## config.mk

```make
export PLATFORM = sky130hd
export DESIGN_NAME = instr_sequencer
export DESIGN_NICKNAME = d
export VERILOG_FILES = /design/src/rtl/instr_sequencer.sv
export SDC_FILE = /design/constraint.sdc
export NUM_CORES = 1
export LEC_CHECK = 0
export ABC_CLOCK_PERIOD_IN_PS = 1250
export BUFFER_PORTS_ARGS = -buffer_cell sky130_fd_sc_hd__buf_2
export CORE_ASPECT_RATIO = 0.7
export CORE_MARGIN = 1
export CORE_UTILIZATION = 49
export DETAILED_ROUTE_END_ITERATION = 10
export HOLD_SLACK_MARGIN = 0.12
export PLACE_DENSITY = 0.83
export RECOVER_POWER = 25
export SETUP_SLACK_MARGIN = 0.4
export SYNTH_ARGS = -nofsm -noshare
export SYNTH_HDL_FRONTEND = slang
export SYNTH_SLANG_ARGS = --single-unit
```

## constraint.sdc

```tcl
create_clock -name clk -period 1.25 [get_ports clk]
set_input_delay 0.1875 -clock clk [delete_from_list [all_inputs] [get_ports clk]]
set_output_delay 0.1875 -clock clk [all_outputs]
set_load 0.03 [all_outputs]
```

## src/rtl/instr_sequencer.sv

```systemverilog
// Instruction fetch/decode/sequencing unit for the 4-bit CPU.
// Fetches 8-bit instructions from program ROM in a two-state FETCH/EXEC
// loop. It decodes them into ALU operand select, immediate and register
// write enables. It also owns the program counter and the architectural
// carry flag.
module instr_sequencer (
  input  logic       clk,
  input  logic       reset,
  output logic [3:0] rom_addr,
  output logic       rom_req,
  input  logic       rom_ready,
  input  logic [7:0] rom_data,
  input  logic       carry_in,
  output logic [1:0] src_sel,
  output logic [3:0] imm_out,
  output logic       we_a,
  output logic       we_b,
  output logic       we_out,
  output logic       c_flag
);

  typedef enum logic {
    FETCH = 1'b0,
    EXEC  = 1'b1
  } state_t;

  localparam logic [1:0] SRC_A    = 2'b00;
  localparam logic [1:0] SRC_B    = 2'b01;
  localparam logic [1:0] SRC_IN   = 2'b10;
  localparam logic [1:0] SRC_ZERO = 2'b11;

  state_t     state_q, state_d;
  logic [3:0] pc_q, pc_d;
  logic [7:0] ir_q;
  // Operand select and immediate are held after EXEC so that the ALU carry
  // register keeps recomputing the same carry through the whole fetch.
  logic [1:0] src_hold_q;
  logic [3:0] imm_hold_q;

  logic [1:0] dec_src;
  logic       dec_we_a, dec_we_b, dec_we_out;
  logic       dec_jmp, dec_jnc;

  assign rom_addr = pc_q;

  // Opcode decode of the instruction register.
  always_comb begin
    // NOTE: every output of a combinational block gets a default before the
    // case statement, so a missing branch can never infer a latch.
    dec_src    = SRC_ZERO;
    dec_we_a   = 1'b0;
    dec_we_b   = 1'b0;
    dec_we_out = 1'b0;
    dec_jmp    = 1'b0;
    dec_jnc    = 1'b0;
    unique case (ir_q[7:4])
      4'b0000: begin dec_src = SRC_A;    dec_we_a   = 1'b1; end // ADD A,Im
      4'b0101: begin dec_src = SRC_B;    dec_we_b   = 1'b1; end // ADD B,Im
      4'b0011: begin dec_src = SRC_ZERO; dec_we_a   = 1'b1; end // MOV A,Im
      4'b0111: begin dec_src = SRC_ZERO; dec_we_b   = 1'b1; end // MOV B,Im
      4'b0001: begin dec_src = SRC_B;    dec_we_a   = 1'b1; end // MOV A,B
      4'b0100: begin dec_src = SRC_A;    dec_we_b   = 1'b1; end // MOV B,A
      4'b0010: begin dec_src = SRC_IN;   dec_we_a   = 1'b1; end // IN A
      4'b0110: begin dec_src = SRC_IN;   dec_we_b   = 1'b1; end // IN B
      4'b1001: begin dec_src = SRC_B;    dec_we_out = 1'b1; end // OUT B
      4'b1011: begin dec_src = SRC_ZERO; dec_we_out = 1'b1; end // OUT Im
      4'b1111: dec_jmp = 1'b1;                                  // JMP Im
      4'b1110: dec_jnc = 1'b1;                                  // JNC Im
      default: ;                                                // NOP
    endcase
  end

  // Next-state logic and ROM/ALU/register-file control outputs.
  always_comb begin
    state_d = state_q;
    pc_d    = pc_q;
    rom_req = 1'b0;
    src_sel = src_hold_q;
    imm_out = imm_hold_q;
    we_a    = 1'b0;
    we_b    = 1'b0;
    we_out  = 1'b0;
    unique case (state_q)
      FETCH: begin
        rom_req = 1'b1;
        if (rom_ready) state_d = EXEC;
      end
      EXEC: begin
        src_sel = dec_src;
        imm_out = ir_q[3:0];
        // A reset landing on EXEC discards the in-flight instruction, so
        // its register write must not reach the register file.
        we_a    = dec_we_a   & ~reset;
        we_b    = dec_we_b   & ~reset;
        we_out  = dec_we_out & ~reset;
        if (dec_jmp || (dec_jnc && !c_flag)) pc_d = ir_q[3:0];
        else                                 pc_d = pc_q + 4'd1;
        state_d = FETCH;
      end
      default: state_d = FETCH;
    endcase
  end

  // State, PC, instruction register, carry flag and held operand registers.
  always_ff @(posedge clk) begin
    // NOTE: sequential state uses non-blocking assignments only, so every
    // register samples the values from before this edge.
    if (reset) begin
      state_q    <= FETCH;
      pc_q       <= 4'd0;
      ir_q       <= 8'h00;
      c_flag     <= 1'b0;
      src_hold_q <= SRC_ZERO;
      imm_hold_q <= 4'd0;
    end else begin
      state_q <= state_d;
      pc_q    <= pc_d;
      if (state_q == FETCH && rom_ready) begin
        ir_q   <= rom_data;
        c_flag <= carry_in;
      end
      if (state_q == EXEC) begin
        src_hold_q <= src_sel;
        imm_hold_q <= imm_out;
      end
    end
  end

endmodule
```

==> impl_metrics.toml, run 1 <==
[run_status]
status = "finished, violations left"
violations = "negative setup slack"

[synthesis]
yosysSeqAreaShare_pct = 43.72
synthDistinctLibCells = 32
synthArstFlopShare_pct = 0
syn_area_per_cell_um2 = 8.807
synthCells = 104
synth_edf_count = 0
ys_seq_elements = 20
synth_nets = 117
synth_area_um2 = 915.9
ys.flop_type = "dfxtp_1"
synth_area_leader_cell = "dfxtp_1"
synth.top_cell.area_share_pct = 43.72
synth_commonest_cells = "dfxtp_1, nand2_1, a21oi_1, nor2b_1, nor2_1"
yosysWarnings = 0
netlist_top_cells_area = "dfxtp_1, nand2_1, a21oi_1"

[pwr]
clockPowerShare_pct = 32.9
swShare_pct = 28.58
p_comb_share_pct = 23.7
power_density_nw_per_um2 = 1020
p_leak_uw = 0.0006465
p_int_uw = 1171
ir_drop_v = 0.001167
p_seq_share_pct = 43.4
power_switching_uw = 468.5

[clock_tree]
htreeDepth = 1
cts_sinks = 20
cts_buffer_depth = 2
clkSlewWorstSetupHoldPaths_ps = 120
clock_latency_ps = 310
cts_inserted_buffers = 3
ctsRootBufferMaster = "clkbuf_4"
cts_tree = "done"

[layout]
drive_gt1_share_pct = 62.91
n_antenna_cell = 0
area_growth_pct = 75.55
fin_util_pct = 96.47
fillers = 35
nets = 165

[critical_path]
cp_data_required_time_ps = 1060
crit_slowest_cell = "dfxtp_4"
endpoint = "imm_out[3]"
r2r-end = "ir_q[2]"
cp-startpoint = "state_q"
start_kind = "flip-flop"
cpPeakStageDelay_ps = 430
worst_r2r_startpoint = "state_q"
crit_chain = "and2_1 > a21o_2 > buf_4"
path_class = "reg2out"
r2r_slack_ps = -150
cp-end-kind = "primary output"
worstPathArrival_ps = 1310
crit_fanout = 7
reg2reg_depth = 6

[die]
rows = 12
die_area_um2 = 2049
die_h_um = 38.17
die_width_um = 53.68
start_util_pct = 54.95
ioPinCount = 27
core_area_um2 = 1667

[sta]
hold_slack_ps = 216.2
timing.fmax_mhz = 666.3
tightestPinTransition_ps = 262.0
fin_worst_skew_ps = 8.660
finalSetupTns_ps = -2726
period_share_pct = 120.1
fin_crit_ps = 1501
slew_headroom_pct = 82.46
rsz0062_at_grt = "yes"
setup_violations = 20
slew_viol_final = 0
final-hold-violation-count = 0
fin_ws_ps = -250.9

[place]
portBuffers = 26
place_congestion = 0.8557
dpl.hpwl_mm = 1.577

[detailed_routing]
drtIter0Drc = 48
wl_per_cell_um = 22.95
wl_mm = 3.948
vias_per_cell = 6.506
dr.pass1.iters = 4
drc = 0
vias = 1119
drtAntennaViolNets = 0

[hold_path]
min_path_cells = 2
min_path_type = "in2reg"
hold_start = "reset"

[global_routing]
antenna_found_initial = 0
grt_max_degree = 15
grt.busiest_layer = "met2"
met2_usage_pct = 58.64
grt_use_total_pct = 32.53
grt_pass1_vias = 967
use_met1_pct = 36.83
grt.met3_usage_pct = 9.921
grt-ovfl-total = 0
grt_pass1_wl_mm = 4.526

[run]
cap_violations = 0
layout make-up:
| type | instances | area, µm² | area share (%) |
|---|---|---|---|
| inverter | 1 | 11.26 | 0.7004 |
| timing repair buffer | 48 | 422.9 | 26.30 |
| sequential | 20 | 430.4 | 26.77 |
| clock inverter | 1 | 30.03 | 1.868 |
| tap | 21 | 26.28 | 1.634 |
| multi-input combinational | 78 | 664.4 | 41.32 |
| clock buffer | 3 | 22.52 | 1.401 |
power by group through the flow:
stage          Sequential [µW]  Combinational (µW)  Clock [µW]
2_1_floorplan              721                 161           0
3_3_place_gp               718                 216           0
3_5_place_dp               720                 221           0
4_1_cts                    707                 310         547
5_1_grt                    715                 404         562
6_report                   712                 389         539
metrics by stage:
step                      cell area [µm²]  power (µW)  setup WS (ps)  instances
after floorplan                      1022       882.5          88.51        104
after CTS                            1479        1564         -231.9        169
after global placement               1145       933.5          4.137        149
after detailed placement             1145       941.7         -20.60        149
after global routing                 1608        1680         -280.2        172
final                                1608        1640         -250.9        172
cells by family (layout without fill, tap and decap cells):
logic type	Yosys count	in the layout	synth area share [%]
buffers and inverters	8	53	6.966
and+or+nand+nor	49	51	28.42
adders and majority gates	1	1	1.366
AOI/OAI and AO/OA	23	23	15.85
muxes	3	3	3.688
DFF	20	20	43.72
flip-flops by register name (all words and copies together), names as in the netlist:
name,cells
c_flag,1
imm_hold_q,4
ir_q,8
rom_addr,4
src_hold_q,2
state_q,1
layer usage:
metal	vias to the layer above	routed length, µm
met5	-	0
met4	0	238
met3	32	317
met2	94	1922
met1	537	1470
li1	456	-
cell usage in the layout (no fill, tap or decap), drive strengths merged:
cell	synthesis	routed
dfxtp	20	20
nor2b	7	8
inv	1	1
mux2	3	3
and3	1	1
nand2	20	20
dlygate4sd3	0	9
clkbuf	3	3
o21bai	1	1
o22ai	1	1
bufinv	0	1
nor4	1	1
ha	1	1
a21o	1	1
and3b	1	1
nand2b	3	4
o21ai	1	1
or2b	1	1
a211o	2	2
a32oi	1	1
nand3	3	3
o211ai	1	1
a21oi	10	10
nor4b	1	1
and4bb	1	1
a31oi	3	3
buf	4	39
a311oi	1	1
or2	1	1
nor2	6	6
a211oi	1	1
nand4	2	2
and2	1	1
how the worst min path moves through the flow:
stage / endpoint / slack [ps]
3_3_place_gp: ir_q[7] / 430
6_report: rom_addr[1] / 220
4_1_cts: state_q / 170
5_1_grt: state_q / 210
3_5_place_dp: c_flag / 430
2_1_floorplan: imm_hold_q[0] / 260
timing repair:
action,4_1_cts,5_1_grt
resized for setup,44,30
setup buffers,5,3
setup endpoints to repair,35,35
endpoints found under the hold margin,9,0
pin swaps,3,7
hold buffers,9,0
cloned,2,0
critical path: cells and delay by family (launching register included):
| kind | cells | cell delay, ps |
|---|---|---|
| flip-flops | 1 | 430 |
| buffers and inverters | 1 | 170 |
| AND/OR/NAND/NOR | 1 | 200 |
| AO/OA/AOI/OAI | 1 | 210 |
Power figures use the tool's default switching activity.
==> run 2: changes to the inputs <==
==> constraint.sdc (replaced) <==
create_clock -name clk -period 1.25 [get_ports clk]
set_input_delay 0.0625 -clock clk [delete_from_list [all_inputs] [get_ports clk]]
set_output_delay 0.0625 -clock clk [all_outputs]
set_load 0.03 [all_outputs]
==> run 2 against run 1 <==
  * The run now fails in global routing
  * Synthesized cell count unchanged
  * Area after synthesis unchanged
==> impl_metrics.toml, run 2 <==
[run_status]
status = "stopped before the end"
lastStage = "global routing"
tool.error = "[ERROR DPL-0038] Utilization greater than 100%, impossible to legalize"

[synthesis]
yosysSeqAreaShare_pct = 43.72
synthArstFlopShare_pct = 0
synthDistinctLibCells = 32
synth_commonest_cells = "dfxtp_1, nand2_1, a21oi_1, nor2b_1, nor2_1"
netlist_top_cells_area = "dfxtp_1, nand2_1, a21oi_1"
ys_seq_elements = 20
synth_area_um2 = 915.9
synth_area_leader_cell = "dfxtp_1"
synth.top_cell.area_share_pct = 43.72
ys.flop_type = "dfxtp_1"
syn_area_per_cell_um2 = 8.807
synthCells = 104
yosysWarnings = 0
synth_edf_count = 0
synth_nets = 117

[place]
placed_cell_area_um2 = 1132
placedCellCount = 148
place_congestion = 0.8641
portBuffers = 26
dpl.hpwl_mm = 1.510

[die]
ioPinCount = 27
die_h_um = 38.17
start_util_pct = 54.95
die_width_um = 53.68
rows = 12

[clock_tree]
cts_buffer_depth = 2
cts_sinks = 20
cts_inserted_buffers = 3
ctsRootBufferMaster = "clkbuf_4"
htreeDepth = 1

[sta]
worst_endpoint_kind = "primary output"
worst_endpoint = "imm_out[1]"

[global_routing]
grt_max_degree = 20
==> run 2: cell counts after synthesis <==
Identical to the previous run, type by type.
==> run 2: per-stage QoR <==
stage          setup WS (ps)  setup TNS (ps)
4_1_cts               -94.54          -589.4
3_3_place_gp           123.0               0
3_5_place_dp           88.99               0
2_1_floorplan          113.8               0
==> run 2: repair_timing <==
action,in CTS
setup endpoints to repair,35
pin swaps,6
buffers inserted,9
endpoints found under the hold margin,11
gates resized for setup,69
hold buffers,12
gates cloned,2
==> run 2: cells by family after synthesis <==
group	synth area share [%]
buf+inv	6.966
flops	43.72
compound gates	15.85
mux	3.688
fa+ha+maj	1.366
simple gates	28.42
==> run 3: changes to the inputs <==
CORE_AREA = 2 2 63 65   (was default)
CORE_ASPECT_RATIO = default   (was 0.7)
CORE_MARGIN = default   (was 1)
CORE_UTILIZATION = default   (was 49)
DIE_AREA = 0 0 65 67   (was default)
HOLD_SLACK_MARGIN = default   (was 0.12)
PLACE_DENSITY = default   (was 0.83)
PLACE_DENSITY_LB_ADDON = 0.15   (was default)
SETUP_SLACK_MARGIN = default   (was 0.4)
==> run 3 against run 2 <==
  * The flow now finishes, with violations (negative setup slack)
==> impl_metrics.toml, run 3 (synthesis results as in run 1) <==
[sta]
final-hold-violation-count = 0
slew_headroom_pct = 75.21
fin_crit_ps = 1279
period_share_pct = 102.4
rsz0062_at_grt = "yes"
fin_worst_skew_ps = 4.362
finalSetupTns_ps = -81.85
tightestPinTransition_ps = 373.4
setup_violations = 4
timing.fmax_mhz = 781.6
slew_viol_final = 0
fin_ws_ps = -29.38

[detailed_routing]
wl_met2_um = 988
vias = 837
dr.max_layer_used = "met4"
dr.pass1.iters = 4
wl_mm = 2.161
met1Wirelength_mm = 1.021
drtAntennaViolNets = 0
route.met3.wl_um = 127
vias_per_cell = 4.524
drc = 0
drtIter0Drc = 26
wl_per_cell_um = 11.68

[layout]
final_cell_mix = "nand2_1, dfxtp_1, buf_2, buf_6"
stdcell_count = 185
area_growth_pct = 43.85
drive_gt1_share_pct = 37.96
regMostFlops = "ir_q"
final_area_um2 = 1318
nets = 151
fillers = 380
largest_reg_flops = 8
final_common_cell = "nand2_1"
n_antenna_cell = 0

[critical_path]
cpPeakStageDelay_ps = 410
start_kind = "flip-flop"
crit_chain = "buf_6 > mux2_4 > buf_6"
worstPathArrival_ps = 1220
r2r-end = "rom_addr[3]"
crit_fanout = 7
r2r_slack_ps = 90
worst_r2r_startpoint = "ir_q[7]"
reg2reg_depth = 4
cp_common_cell = "buf_6"
cp_data_required_time_ps = 1190
path_class = "reg2out"
cp-end-kind = "primary output"
crit_slowest_cell = "dfxtp_4"

[global_routing]
grt_use_total_pct = 11.37
antenna_found_initial = 0
grt_pass1_wl_mm = 3.781
grt-ovfl-total = 0
grt_pass1_vias = 837
grt_max_degree = 15

[die]
start_util_pct = 25.40
ioPinCount = 27
die_h_um = 67
rows = 22
die_area_um2 = 4355
core_area_um2 = 3606
die_width_um = 65

[hold_path]
min_path_cells = 3
hold_end = "c_flag"
hold_start = "carry_in"
min_path_type = "in2reg"

[clock_tree]
cts_buffer_depth = 2
htreeDepth = 1
cts_inserted_buffers = 3
ctsRootBufferMaster = "clkbuf_8"
cts_tree = "done"
clkSlewWorstSetupHoldPaths_ps = 70
clock_latency_ps = 260
postCtsHoldBufs = 0
cts_sinks = 20

[run_status]
status = "finished, violations left"
violations = "negative setup slack"

[place]
portBuffers = 26
dpl.hpwl_mm = 1.642
placedCellCount = 179
place_ws_ps = 34.55
place_congestion = 0.7381
placed_cell_area_um2 = 1126

[pwr]
ir_drop_v = 0.0005395
power_density_nw_per_um2 = 1209
p_leak_uw = 0.0005412
fin_total_pwr_uw = 1593

[run]
cap_violations = 0
-- run 3: worst max path at each step --
stage	to	startpoint
final	imm_out[0]	state_q
after global routing	src_sel[1]	ir_q[6]
after CTS	imm_out[0]	state_q
after detailed placement	rom_addr[3]	state_q
after global placement	ir_q[7]	state_q
after floorplan	we_a	state_q
-- run 3: timing repair --
action                     in CTS  in global routing
pin swaps                       3                  2
gates cloned                    0                  0
resized for setup              24                 12
setup endpoints to repair      10                 20
buffers inserted                1                  1
-- run 3: power by group --
| group | leakage [µW] | internal [µW] | switching [µW] | total [µW] |
|---|---|---|---|---|
| logic | 0.000340 | 112 | 141 | 253 |
| clock network | 0.0000357 | 427 | 212 | 640 |
| registers | 0.000166 | 669 | 31.2 | 701 |
| total | 0.000541 | 1210 | 384 | 1590 |
-- run 3: layout make-up --
| type | count | area, µm² | share of cell area [%] |
|---|---|---|---|
| Inverter | 1 | 6.256 | 0.4748 |
| Clock buffer | 3 | 41.29 | 3.134 |
| Multi-Input combinational cell | 76 | 511.7 | 38.84 |
| Clock inverter | 1 | 30.03 | 2.279 |
| Timing Repair Buffer | 36 | 259.0 | 19.66 |
| Tap cell | 48 | 60.06 | 4.558 |
| Sequential cell | 20 | 409.1 | 31.05 |
-- run 3: metrics by stage --
stage                     hold WS, ps  util (%)
after global placement          297.5     31.23
final                           30.03     36.54
after global routing            33.30     36.54
after detailed placement        307.3     31.23
after floorplan                 134.1         -
after CTS                       20.30     35.32
-- run 3: metal layers --
metal | vias up | GRT usage, %
met5 | - | 0
met4 | 0 | 3.191
met3 | 4 | 4.054
met2 | 22 | 19.07
met1 | 382 | 13.66
li1 | 429 | -
-- run 3: worst max-delay path: cells and delay by family, from the launching register on --
family	cells	cell delay, ps
flops	1	410
buf+inv	2	260
mux	1	300
==> run 4: changes to the inputs <==
HOLD_SLACK_MARGIN = 0.05   (was default)
==> run 4 against run 3 <==
  * The run still ends with negative setup slack left
  * Sequential power hardly changed
  * Non-clock buffer count up 9
  * Setup slack about the same
  * Sequential cell count did not move
  * Utilization up 2.5 points
  * Die area unchanged
  * First-iteration DRC count is 12% lower
==> impl_metrics.toml, run 4 (synthesis results as in run 1) <==
[critical_path]
path_class = "reg2out"
start_kind = "flip-flop"
r2r-end = "rom_addr[3]"
worst_r2r_startpoint = "ir_q[7]"
cp_data_required_time_ps = 1190
crit_fanout = 7
worstPathArrival_ps = 1220
crit_slowest_cell = "dfxtp_4"
crit_chain = "buf_6 > mux2_4 > buf_6"
cp-startpoint = "state_q"
cp-end-kind = "primary output"
r2r_slack_ps = 90
cp_common_cell = "buf_6"
reg2reg_depth = 4
cpPeakStageDelay_ps = 410

[run_status]
status = "finished, violations left"
violations = "negative setup slack"

[layout]
largest_reg_flops = 8
final_common_cell = "nand2_1"
final_cell_mix = "nand2_1, dfxtp_1, buf_2, buf_6"
regMostFlops = "ir_q"
area_growth_pct = 53.69
nets = 160
drive_gt1_share_pct = 35.62
fin_util_pct = 39.04
n_antenna_cell = 0

[detailed_routing]
vias_per_cell = 4.459
wl_per_cell_um = 11.29
drtIter0Drc = 23
dr.pass1.iters = 4
drtAntennaViolNets = 0
wl_mm = 2.190
drc = 0
vias = 865

[clock_tree]
clkSlewWorstSetupHoldPaths_ps = 70
htreeDepth = 1
cts_tree = "done"
ctsRootBufferMaster = "clkbuf_8"
cts_sinks = 20
cts_buffer_depth = 2
cts_inserted_buffers = 3
clock_latency_ps = 260

[die]
ioPinCount = 27
die_h_um = 67
die_width_um = 65
die_area_um2 = 4355
start_util_pct = 25.40
rows = 22
core_area_um2 = 3606

[place]
place_congestion = 0.7381
place_ws_ps = 34.55
dpl.hpwl_mm = 1.642
portBuffers = 26

[sta]
rsz0062_at_grt = "yes"
fin_ws_ps = -29.27
tightestPinTransition_ps = 373.4
slew_viol_final = 0
fin_crit_ps = 1279
setup_violations = 4
timing.fmax_mhz = 781.7
slew_headroom_pct = 75.21
fin_worst_skew_ps = 4.617
period_share_pct = 102.3
final-hold-violation-count = 0

[pwr]
p_leak_uw = 0.0005788
power_density_nw_per_um2 = 1146
ir_drop_v = 0.0005488

[hold_path]
min_path_cells = 2
min_path_type = "in2reg"
hold_start = "reset"
hold_end = "rom_addr[1]"

[global_routing]
grt_use_total_pct = 11.37
grt_pass1_wl_mm = 3.781
antenna_found_initial = 0
grt_pass1_vias = 851
grt-ovfl-total = 0
grt_max_degree = 15

[run]
cap_violations = 0
[run 4: cell count changes in the layout (fill, tap and decap cells not counted)]
cell and delta:
dlygate4sd3_1 +9
[run 4: layout make-up]
type | count | area (µm²)
Multi-Input combinational cell | 76 | 511.7
Tap cell | 48 | 60.06
Sequential cell | 20 | 409.1
Fill cell | 380 | 2198
Clock buffer | 3 | 41.29
Clock inverter | 1 | 30.03
Timing Repair Buffer | 45 | 349.1
Inverter | 1 | 6.256
[run 4: worst max-delay path by stage]
| stage | end | slack (ps) | cells after the start |
|---|---|---|---|
| final | imm_out[0] | -30 | 3 |
| after global routing | src_sel[1] | -80 | 4 |
| after CTS | imm_out[0] | -50 | 3 |
| after detailed placement | rom_addr[3] | 30 | 4 |
| after global placement | ir_q[7] | 7 | 3 |
| after floorplan | we_a | -40 | 3 |
[run 4: per-stage QoR]
step	std cells	cell area, µm²	total power [µW]	setup TNS (ps)	hold WS (ps)
3_3_place_gp	179	1126	931.6	0	297.5
4_1_cts	193	1364	1629	-227.9	132.8
5_1_grt	194	1408	1689	-448.5	176.8
3_5_place_dp	179	1126	933.1	0	307.3
6_report	194	1408	1613	-81.61	151.7
2_1_floorplan	104	935.9	859.1	-35.83	134.1
[run 4: what timing repair did]
action / in CTS / in global routing
hold buffers: 9 / 0
setup endpoints to repair: 10 / 20
pin swaps: 3 / 2
setup buffers: 1 / 1
resized for setup: 24 / 12
hold endpoints to repair: 9 / 0
[run 4: worst max-delay path, delay by kind of cell, from the launching register on]
family	cells	cell delay, ps
DFF	1	410
muxes	1	300
buffers and inverters	2	260
[run 4: where the power goes]
| part | leakage, µW | switching [µW] | internal (µW) |
|---|---|---|---|
| clock | 0.0000357 | 211 | 427 |
| sequential | 0.000166 | 31.3 | 669 |
| combinational | 0.000377 | 143 | 131 |
| total | 0.000579 | 386 | 1230 |
[run 4: layer usage]
metal	global-route usage, %	share of wire [%]
met1	13.46	47
met2	19.59	47
met3	3.716	5.1
met4	3.191	1.0
met5	0	0
